File: src/rtl/wb_arb_pkg.sv
// Shared definitions for the three-master Wishbone bus arbiter.
//
// Contents:
//   N_MASTERS    - number of bus masters sharing the interconnect port
//   GNT_W        - width of the one-hot grant vector
//   WDOG_W       - width of the stalled-cycle watchdog counter
//   gnt_t        - one-hot grant type (bit k = master k owns the bus)
//   arb_state_t  - arbiter states: IDLE (no owner) / OWNED (bus held)
//   onehot_to_idx- converts a one-hot grant into a master index
package wb_arb_pkg;

  localparam int N_MASTERS = 3;
  localparam int GNT_W     = N_MASTERS;
  localparam int WDOG_W    = 8;

  typedef logic [GNT_W-1:0] gnt_t;

  typedef enum logic {
    IDLE  = 1'b0,
    OWNED = 1'b1
  } arb_state_t;

  // An all-zero input maps to index 0; callers only use the result when
  // the vector is known to be non-zero.
  function automatic logic [1:0] onehot_to_idx(input gnt_t g);
    logic [1:0] idx;
    idx = '0;
    for (int i = 0; i < N_MASTERS; i++) begin
      if (g[i]) idx = 2'(i);
    end
    return idx;
  endfunction

endpackage

File: src/rtl/wb_arb_rr_pick.sv
// Combinational rotating-priority picker.
//
// Ports:
//   req  [2:0] in  - request vector (one bit per master)
//   last [1:0] in  - index of the most recently granted master
//   pick [2:0] out - one-hot winner, zero when nothing is requested
//   any        out - at least one request is present
//
// The search starts just after 'last' and wraps, so the master that was
// served last has the lowest priority on the next decision.
module wb_arb_rr_pick
  import wb_arb_pkg::*;
(
  input  logic [N_MASTERS-1:0] req,
  input  logic [1:0]           last,
  output logic [N_MASTERS-1:0] pick,
  output logic                 any
);

  // Walk the candidates in order last+1, last+2, last (mod N_MASTERS)
  // and keep only the first one that is requesting.
  always_comb begin
    logic [1:0] cand;
    pick = '0;
    cand = '0;
    for (int i = 1; i <= N_MASTERS; i++) begin
      cand = 2'((32'(last) + i) % N_MASTERS);
      if (pick == '0 && req[cand]) pick[cand] = 1'b1;
    end
    any = |req;
  end

endmodule

File: src/rtl/wb_bus_arbiter.sv
// Round-robin Wishbone arbiter: three masters share one master port of the
// system interconnect. A master owns the bus from grant until it drops cyc;
// a watchdog terminates slave cycles that never ack with err.
//
// Parameters: ADR_W address width, DAT_W data width, TIMEOUT stalled stb
//             cycles before the watchdog fires (2..255).
// Ports:
//   clk, rst (async, active low)
//   m_adr_i/m_dat_i/m_sel_i     flattened per-master request payload
//   m_we_i/m_cyc_i/m_stb_i      per-master control
//   m_dat_o                     read data, shared by all masters
//   m_ack_o/m_err_o             per-master termination
//   s_adr_o..s_stb_o            muxed bus towards the address decoder
//   s_dat_i/s_ack_i             slave response
//   gnt_o                       one-hot current owner, zero when idle
//   timeout_o                   one-cycle pulse when the watchdog fires
module wb_bus_arbiter
  import wb_arb_pkg::*;
#(
  parameter int ADR_W   = 32,
  parameter int DAT_W   = 32,
  parameter int TIMEOUT = 255
) (
  input  logic                           clk,
  input  logic                           rst,
  input  logic [N_MASTERS*ADR_W-1:0]     m_adr_i,
  input  logic [N_MASTERS*DAT_W-1:0]     m_dat_i,
  input  logic [N_MASTERS*(DAT_W/8)-1:0] m_sel_i,
  input  logic [N_MASTERS-1:0]           m_we_i,
  input  logic [N_MASTERS-1:0]           m_cyc_i,
  input  logic [N_MASTERS-1:0]           m_stb_i,
  output logic [DAT_W-1:0]               m_dat_o,
  output logic [N_MASTERS-1:0]           m_ack_o,
  output logic [N_MASTERS-1:0]           m_err_o,
  output logic [ADR_W-1:0]               s_adr_o,
  output logic [DAT_W-1:0]               s_dat_o,
  output logic [DAT_W/8-1:0]             s_sel_o,
  output logic                           s_we_o,
  output logic                           s_cyc_o,
  output logic                           s_stb_o,
  input  logic [DAT_W-1:0]               s_dat_i,
  input  logic                           s_ack_i,
  output logic [N_MASTERS-1:0]           gnt_o,
  output logic                           timeout_o
);

  localparam int                SEL_W      = DAT_W / 8;
  localparam logic [WDOG_W-1:0] WDOG_LIMIT = WDOG_W'(TIMEOUT - 1);

  arb_state_t        state, state_next;
  gnt_t              gnt, gnt_next;
  logic [1:0]        last, last_next;
  logic [WDOG_W-1:0] wdog, wdog_next;

  gnt_t pick;
  logic any;
  logic owner_cyc;
  logic owner_stb;
  logic rearb;
  logic fire;

  wb_arb_rr_pick u_pick (
    .req  (m_cyc_i),
    .last (last),
    .pick (pick),
    .any  (any)
  );

  // State, owner, last-granted index and watchdog. 'last' restarts at 2 so
  // master 0 wins the first arbitration after reset.
  always_ff @(posedge clk or negedge rst) begin
    if (!rst) begin
      state <= IDLE;
      gnt   <= '0;
      last  <= 2'd2;
      wdog  <= '0;
    end else begin
      state <= state_next;
      gnt   <= gnt_next;
      last  <= last_next;
      wdog  <= wdog_next;
    end
  end

  // Next-state logic. Arbitration happens in IDLE and on the edge where the
  // owner releases cyc, so the next owner is registered with no idle bubble.
  // A stb left high while cyc drops is simply a release. The watchdog only
  // fires on a live cycle (owner cyc high); an ack in the same cycle wins.
  always_comb begin
    state_next = state;
    gnt_next   = gnt;
    last_next  = last;
    wdog_next  = wdog;
    owner_cyc  = |(m_cyc_i & gnt);
    owner_stb  = |(m_stb_i & gnt);
    fire       = (state == OWNED) && owner_cyc && owner_stb && !s_ack_i
                 && (wdog == WDOG_LIMIT);

    unique case (state)
      IDLE:    rearb = 1'b1;
      OWNED:   rearb = !owner_cyc;
      default: rearb = 1'b1;
    endcase

    if (rearb) begin
      wdog_next = '0;
      if (any) begin
        state_next = OWNED;
        gnt_next   = pick;
        last_next  = onehot_to_idx(pick);
      end else begin
        state_next = IDLE;
        gnt_next   = '0;
      end
    end else if (s_ack_i || fire) begin
      wdog_next = '0;
    end else if (owner_stb) begin
      wdog_next = wdog + 1'b1;
    end
  end

  // Output muxes. Everything is derived from the registered one-hot grant,
  // which is zero in IDLE and under reset, so the bus side reads all zeros
  // then. A watchdog hit drops cyc/stb towards the slave for that cycle.
  always_comb begin
    s_adr_o = '0;
    s_dat_o = '0;
    s_sel_o = '0;
    s_we_o  = 1'b0;
    for (int k = 0; k < N_MASTERS; k++) begin
      if (gnt[k]) begin
        s_adr_o = m_adr_i[k*ADR_W +: ADR_W];
        s_dat_o = m_dat_i[k*DAT_W +: DAT_W];
        s_sel_o = m_sel_i[k*SEL_W +: SEL_W];
        s_we_o  = m_we_i[k];
      end
    end
    s_cyc_o   = owner_cyc & ~fire;
    s_stb_o   = owner_stb & ~fire;
    m_dat_o   = s_dat_i;
    m_ack_o   = gnt & {N_MASTERS{s_ack_i}};
    m_err_o   = gnt & {N_MASTERS{fire}};
    timeout_o = fire;
    gnt_o     = gnt;
  end

endmodule

File: config.mk
export PLATFORM = sky130hd
export DESIGN_NAME = wb_bus_arbiter
export DESIGN_NICKNAME = d
export VERILOG_FILES = /design/src/rtl/wb_arb_pkg.sv /design/src/rtl/wb_arb_rr_pick.sv /design/src/rtl/wb_bus_arbiter.sv
export SDC_FILE = /design/constraint.sdc
export NUM_CORES = 1
export LEC_CHECK = 0
export CAP_MARGIN = 15
export CORE_AREA = 2 2 140 142
export DETAILED_ROUTE_END_ITERATION = 8
export DIE_AREA = 0 0 142 144
export MAX_ROUTING_LAYER = met4
export SKIP_CTS_REPAIR_TIMING = 1
export SLEW_MARGIN = 25
export SYNTH_ARGS = -nofsm -noshare
export SYNTH_HDL_FRONTEND = slang
export SYNTH_SLANG_ARGS = --single-unit
File: constraint.sdc
create_clock -name clk -period 1.9 [get_ports clk]
set_input_delay 0.38 -clock clk [delete_from_list [all_inputs] [get_ports clk]]
set_output_delay 0.38 -clock clk [all_outputs]
set_load 0.01 [all_outputs]
==> key figures <==
Synth
  – Netlist Area Pre-Place: ~2500 um^2
  – Register area share after synthesis: approximately 14%
  – Ys Warns: 0
  – Ys async rst share: 100%
  – Number of enable flip-flop cells after synthesis: 0
  – Seq cells post-synth: 14
  – Top FF cell, synth: dfrtp_1
  – Gate count after technology mapping: roughly 400
  – Netlist cell types: 48
  – Mapped Avg Cell Area: 6.51 um^2
  – Total nets after synthesis: 645

Power
  – Lkg Pwr: between 0.002 and 0.003 uW
  – Max VDD drop: roughly 0.67 mV
  – Pwr/cell area: between 900 and 1000 nW/um^2

GRT
  – Global Route Usage Sum: a little over an eighth
  – Total grt overflow: 0
  – First-pass GRT wire length: ~21000 um
  – Largest net degree at the start of global routing: just under 70
  – Number of global-route vias before repair: approximately 3.6k
  – Antenna violations before repair: 1

Layout
  – Layout net count: 948
  – Commonest non-fill, non-tap cell in the layout: clkdlybuf4s50_1
  – Fillers: 2046
  – Most frequent cells in the layout: clkdlybuf4s50_1 (216), nand2_1 (80), o21ai_1 (55)
  – Storage element area: 357 um^2
  – Layout cells sized above 1: 30.9%
  – Area delta synth->final: 145%
  – Multi-input gate area: ~2100 um^2

Worst setup path
  – CP Class: reg2out
  – CP dominant cell by count: buf_6
  – Crit-path slowest cell: dfrtp_1
  – Critical Path, Cell by Cell: buf_6, a222oi_1, buf_4, nand2b_4, nor4_4, buf_4, buf_6, and2_4, buf_6
  – Crit path launch type: flip-flop
  – Crit path DAT: a little under 2 ns
  – Slowest cell delay on critical path: about 0.42 ns
  – CP Launch Point: gnt_o[0]$_DFFE_PN0N_
  – Reg-to-Reg Start: gnt_o[0]$_DFFE_PN0N_
  – Required @ worst endpoint: 1.52 ns
  – CP max FO: 4
  – Setup crit end kind: primary output

Floorplanning
  – I/O pin cnt: between 300 and 400
  – Chip height: about 140 um
  – Chip Width: ~140 um
  – Initial Utilization: between 10% and 20%
  – Core area: between 15000 and 20000 um^2
  – Die area: 20400 um^2
  – Rows: slightly above 50

Place
  – Hpwl dp: between 10000 and 15000 um
  – Placement Setup Slack: -0.800 ns
  – # port buffers: roughly 300
  – Final Wtd Congestion: a little over 0.8

Routing
  – Wire length on met2: roughly 8300 um
  – Uppermost layer routed: met4
  – Post-DRT Antenna Nets: 0
  – Wire length per cell: about 17 um
  – M1 WL: 6690 um
  – Vias: slightly above 4k
  – DRC Markers: 0
  – DR WL met3: between 1000 and 1500 um
  – DRT iter0 DRCs: roughly 160
  – Final wirelength: between 15000 and 20000 um
  – Vias per cell: ~4.3
  – Drt pass-1 iters: 4

Timing
  – Setup violations, final: 90
  – Worst slew margin: between 70% and 80%
  – Worst hold-check slack: about 0.45 ns
  – RSZ-0062 raised after global routing: true
  – Final WS setup: -0.468 ns
  – Max-slew violations: 0
  – Fmax: 422 MHz
  – Min Tclk post-route: between 2 and 2.5 ns
  – Setup Skew: about 0.0071 ns
  – Final period util: 125%
  – Worst-margin pin slew: between 0.3 and 0.4 ns
  – Final Hold Fails: 0

CTS
  – H-tree Lvls: 1
  – CTS Buf Count: 3
  – Clk_lat worst skew: approximately 0.24 ns
  – Worst-path clk slew: roughly 0.050 ns
  – CTS root buf: clkbuf_16
  – CTS tree: built
  – Clk sinks: 14
  – Clock Path Buffers: 2

Status
  – Failing checks: setup timing
  – Status: complete, but fails checks

Min path
  – Hold Crit Class: in2async

Flow run
  – MaxCap Viol Count: 0
-- registers in the layout, summed over array words and instances (netlist names) --
signal	count
state	1
gnt_o	3
last	2
wdog	8
-- synth_stat cells (all sizes together), types with 3 or more instances --
| master | number | area share [%] |
|---|---|---|
| a21oi | 4 | 0.79 |
| a22oi | 68 | 20 |
| a31oi | 5 | 1.2 |
| and2 | 8 | 2.0 |
| buf | 40 | 11 |
| clkbuf | 27 | 4.0 |
| dfrtp | 13 | 13 |
| ha | 6 | 3.0 |
| inv | 9 | 1.3 |
| mux2i | 3 | 1.2 |
| nand2 | 81 | 12 |
| nand4 | 3 | 0.74 |
| nor2 | 7 | 1.0 |
| o211ai | 3 | 0.89 |
| o21ai | 77 | 15 |
-- per-stage QoR --
| step | utilization, % | TNS, ns | cells | total power, uW | instance area [um^2] |
|---|---|---|---|---|---|
| after floorplan | - | -0.0135 | 391 | 2700 | 2570 |
| after global placement | 31.0 | -30.24 | 912 | 5700 | 5920 |
| after detailed placement | 31.0 | -29.81 | 912 | 5690 | 5920 |
| after CTS | 31.5 | -45.89 | 916 | 6130 | 6000 |
| after global routing | 32.6 | -27.48 | 932 | 6660 | 6220 |
| final | 32.6 | -20.67 | 932 | 6190 | 6220 |
-- metal layers --
layer,vias up,global-route usage [%]
li1,2008,-
met1,1873,17.0
met4,0,1.47
met5,-,-
met2,163,23.4
met3,4,2.68
-- cell type report --
| class | instances | area share (%) |
|---|---|---|
| timing repair buffer | 365 | 54.3 |
| clock buffer | 4 | 1.27 |
| sequential | 14 | 5.73 |
| multi-input combinational | 301 | 33.4 |
| inverter | 9 | 0.543 |
| antenna | 1 | 0.0402 |
| tap | 238 | 4.78 |
-- worst paths after layout --
kind	slack, ns	depth (start not counted)	end
max in group asynchronous	1.20	2	last[1]$_DFFE_PN1P_
min in group clk	0.56	2	wdog[1]$_DFFE_PN0P_
max reg2reg	-0.12	8	last[0]$_DFFE_PN0P_
max	-0.47	9	m_err_o[2]
min	0.45	2	wdog[1]$_DFFE_PN0P_
min reg2reg	0.56	2	wdog[1]$_DFFE_PN0P_
-- cells by family (layout without fill, tap and decap cells) --
kind of cell | after synthesis | after routing | synth area share, %
other | 0 | 1 | 0
AOI/OAI and AO/OA | 171 | 171 | 42.9
buffers and inverters | 76 | 378 | 16.3
DFF | 14 | 14 | 13.8
and+or+nand+nor | 117 | 117 | 21.2
xor gates and xnor gates | 2 | 2 | 0.689
adders and majority gates | 6 | 6 | 2.95
muxes | 5 | 5 | 2.07
-- critical path: cells and delay by family (launching register included) --
family,cells,cell delay [ns]
AO/OA/AOI/OAI,1,0.32
AND/OR/NAND/NOR,3,0.33
flip-flops,1,0.42
buffers and inverters,5,0.69
-- power breakdown --
| part | switching, uW | internal [uW] |
|---|---|---|
| clock network | 112 | 283 |
| logic | 2730 | 2630 |
| registers | 69.1 | 363 |
No activity file was read; power rests on OpenSTA's default activity.
==> edit (same settings) <==
Reset style: synchronous (`rst`), changed in one clocked block. Comments in the files are not updated.
--- a/src/rtl/wb_bus_arbiter.sv
+++ b/src/rtl/wb_bus_arbiter.sv
@@ -68,7 +68,7 @@
 
   // State, owner, last-granted index and watchdog. 'last' restarts at 2 so
   // master 0 wins the first arbitration after reset.
-  always_ff @(posedge clk or negedge rst) begin
+  always_ff @(posedge clk) begin
     if (!rst) begin
       state <= IDLE;
       gnt   <= '0;
Behaviour: differs if rst is asserted again (counterexample within 4 cycles, from zero or initial values and one cycle with rst low); with rst held inactive, the same outputs for 4 cycles.
==> edit against the unedited design <==
  * Worst setup slack better by 0.065 ns
  * The flow still finishes with violations (negative setup slack)
  * Power is 17% higher
  * Critical endpoint unchanged
  * Critical path type unchanged
  * Synthesized area is 3.7% lower
  * Cell area is 1.2% lower
  * Wire length is 5.7% lower
  * Global-route usage is 1.1 points lower
  * Via count is 2.0% lower
  * Sequential cell count stayed put
==> edit: results (changes against the unedited design) <==
[outcome]
outcome = finished with violations  ; unchanged
violations = negative setup slack  ; unchanged

[detailed_routing]
wl_met2_um = 7380  ; was 8300 um
vias = 3966  ; was 4,048
wl_per_cell_um = 16.6  ; was 17.5 um
wl_met3_um = 1330  ; was 1240 um
wl_met1_um = 6510  ; was 6690 um
drt-vias-per-instance = 4.28  ; was 4.34
drtIter0Drc = 190  ; was 157
firstDrtPassIters = 6  ; was 4

[critical_path]
regToRegEndpoint = gnt_o[1]  ; was last[0]
slowest_delay_ns = 0.36  ; was 0.42 ns
r2r_start = last[0]  ; was gnt_o[0]
worstPathArrival_ns = 1.92  ; was 1.99 ns
slowest_stage = a222oi_1  ; was dfrtp_1

[place]
hpwl_um = 12000  ; was 12,600 um
dp_cells = 900  ; was 912
gp_congestion = 0.828  ; was 0.818
place_ws_ns = -0.928  ; was -0.800 ns

[cts]
clockBufferDepth = 2  ; unchanged

[synth]
synthFlopType = dfxtp_1  ; was dfrtp_1
synth_cell_types = 44  ; was 48
ys_seq_area_share_pct = 11.4  ; was 13.8%
synth_area_leaders = a22oi_1 21%, o21ai_0 15%, nand2_1 12%  ; was a22oi_1 20%, o21ai_0 15%, dfrtp_1 13%
async_reset_ff_share_pct = 0  ; was 100%
yosys-top-cells-count = 77 x nand2_1, 73 x o21ai_0, 69 x a22oi_1  ; was 81 x nand2_1, 77 x o21ai_0, 68 x a22oi_1
synthCells = 386  ; was 391

[timing]
finClkSkew_ns = 0.00226  ; was 0.00713 ns
tightest_slew_ns = 0.350  ; was 0.395 ns
setup_viol = 72  ; was 90
setup_slack_ns = -0.402  ; was -0.468 ns
finalSetupTns_ns = -10.55  ; was -20.67 ns

[global_route]
grt_max_degree = 71  ; was 68
grt_pass1_wl_um = 19600  ; was 21,100 um
grt_usage_pct = 12.5  ; was 13.5%
grt_pass1_vias = 3441  ; was 3,628

[final_layout]
nets = 942  ; was 948
drive_gt1_share_pct = 30.7  ; was 30.9%

[worst_hold_path]
min_path_type = register to register  ; was input port to async pin

[power_and_ir_drop]
p_leak_uw = 0.00249  ; was 0.00258 uW
peakVddDrop_mv = 0.754  ; was 0.675 mV

edit: cell count changes after synthesis, sizes merged, moves of 3 or more:
cell / change
dfxtp: +14
dfrtp: -13
nor2: +7
nand2: -4
o21ai: -4
xnor2: +4
buf: +3
nand4: -3
o211ai: -3
edit: layout make-up:
type,count,area (um2)
antenna,1,2.50
clock buffer,4,88.8
fill,2038,12900
inverter,9,36.3
multi-input combinational,295,2050
sequential,14,294
tap,238,298
timing repair buffer,365,3380
edit: worst register-to-register path, delay by kind of cell, from the launching register on:
| kind | cells | cell delay [ns] |
|---|---|---|
| AO/OA/AOI/OAI | 3 | 0.64 |
| AND/OR/NAND/NOR | 3 | 0.52 |
| flip-flops | 1 | 0.32 |
| adder cells (fa/ha/maj) | 1 | 0.16 |
| buffers and inverters | 1 | 0.14 |
edit: worst max-delay path by stage:
stage / from / to / slack [ns] / cells past startpoint
floorplan: gnt_o[0] / m_err_o[1] / -0.05 / 5
global placement: m_cyc_i[0] / m_err_o[1] / -0.89 / 8
detailed placement: m_cyc_i[0] / m_err_o[1] / -0.93 / 8
CTS: m_cyc_i[0] / m_err_o[1] / -0.95 / 8
global route: gnt_o[1] / m_err_o[2] / -0.47 / 9
finish: gnt_o[0] / m_err_o[2] / -0.40 / 10
edit: cells by family (layout without fill, tap and decap cells):
| family | count (synthesis) | after routing | synth area share, % |
|---|---|---|---|
| adder cells (fa/ha/maj) | 6 | 6 | 3.07 |
| AND/OR/NAND/NOR | 119 | 119 | 22.6 |
| AO/OA/AOI/OAI | 160 | 160 | 41.7 |
| buffers and inverters | 77 | 378 | 17.4 |
| XOR/XNOR | 7 | 7 | 2.50 |
| multiplexers | 3 | 3 | 1.23 |
| flip-flops | 14 | 14 | 11.4 |
| other | 0 | 1 | 0 |
edit: per-layer routing:
| layer | track usage (%) | up-vias |
|---|---|---|
| met2 | 19.8 | 194 |
| met1 | 16.8 | 1791 |
| met4 | 0.737 | 0 |
| li1 | - | 1971 |
| met5 | - | - |
| met3 | 3.08 | 10 |
edit: report_power, final:
| part | internal (uW) | switching, uW | leakage, uW | total [uW] |
|---|---|---|---|---|
| Combinational | 3160 | 3210 | 0.00233 | 6380 |
| Clock | 318 | 114 | 0.0000442 | 433 |
| Sequential | 368 | 75.9 | 0.000116 | 443 |
| Total | 3850 | 3400 | 0.00249 | 7250 |
edit: metrics by stage:
step	hold slack, ns	area, um2
2_1_floorplan	0.484	2500
3_3_place_gp	0.533	5780
3_5_place_dp	0.523	5780
4_1_cts	0.547	5870
5_1_grt	0.610	6150
6_report	0.555	6150
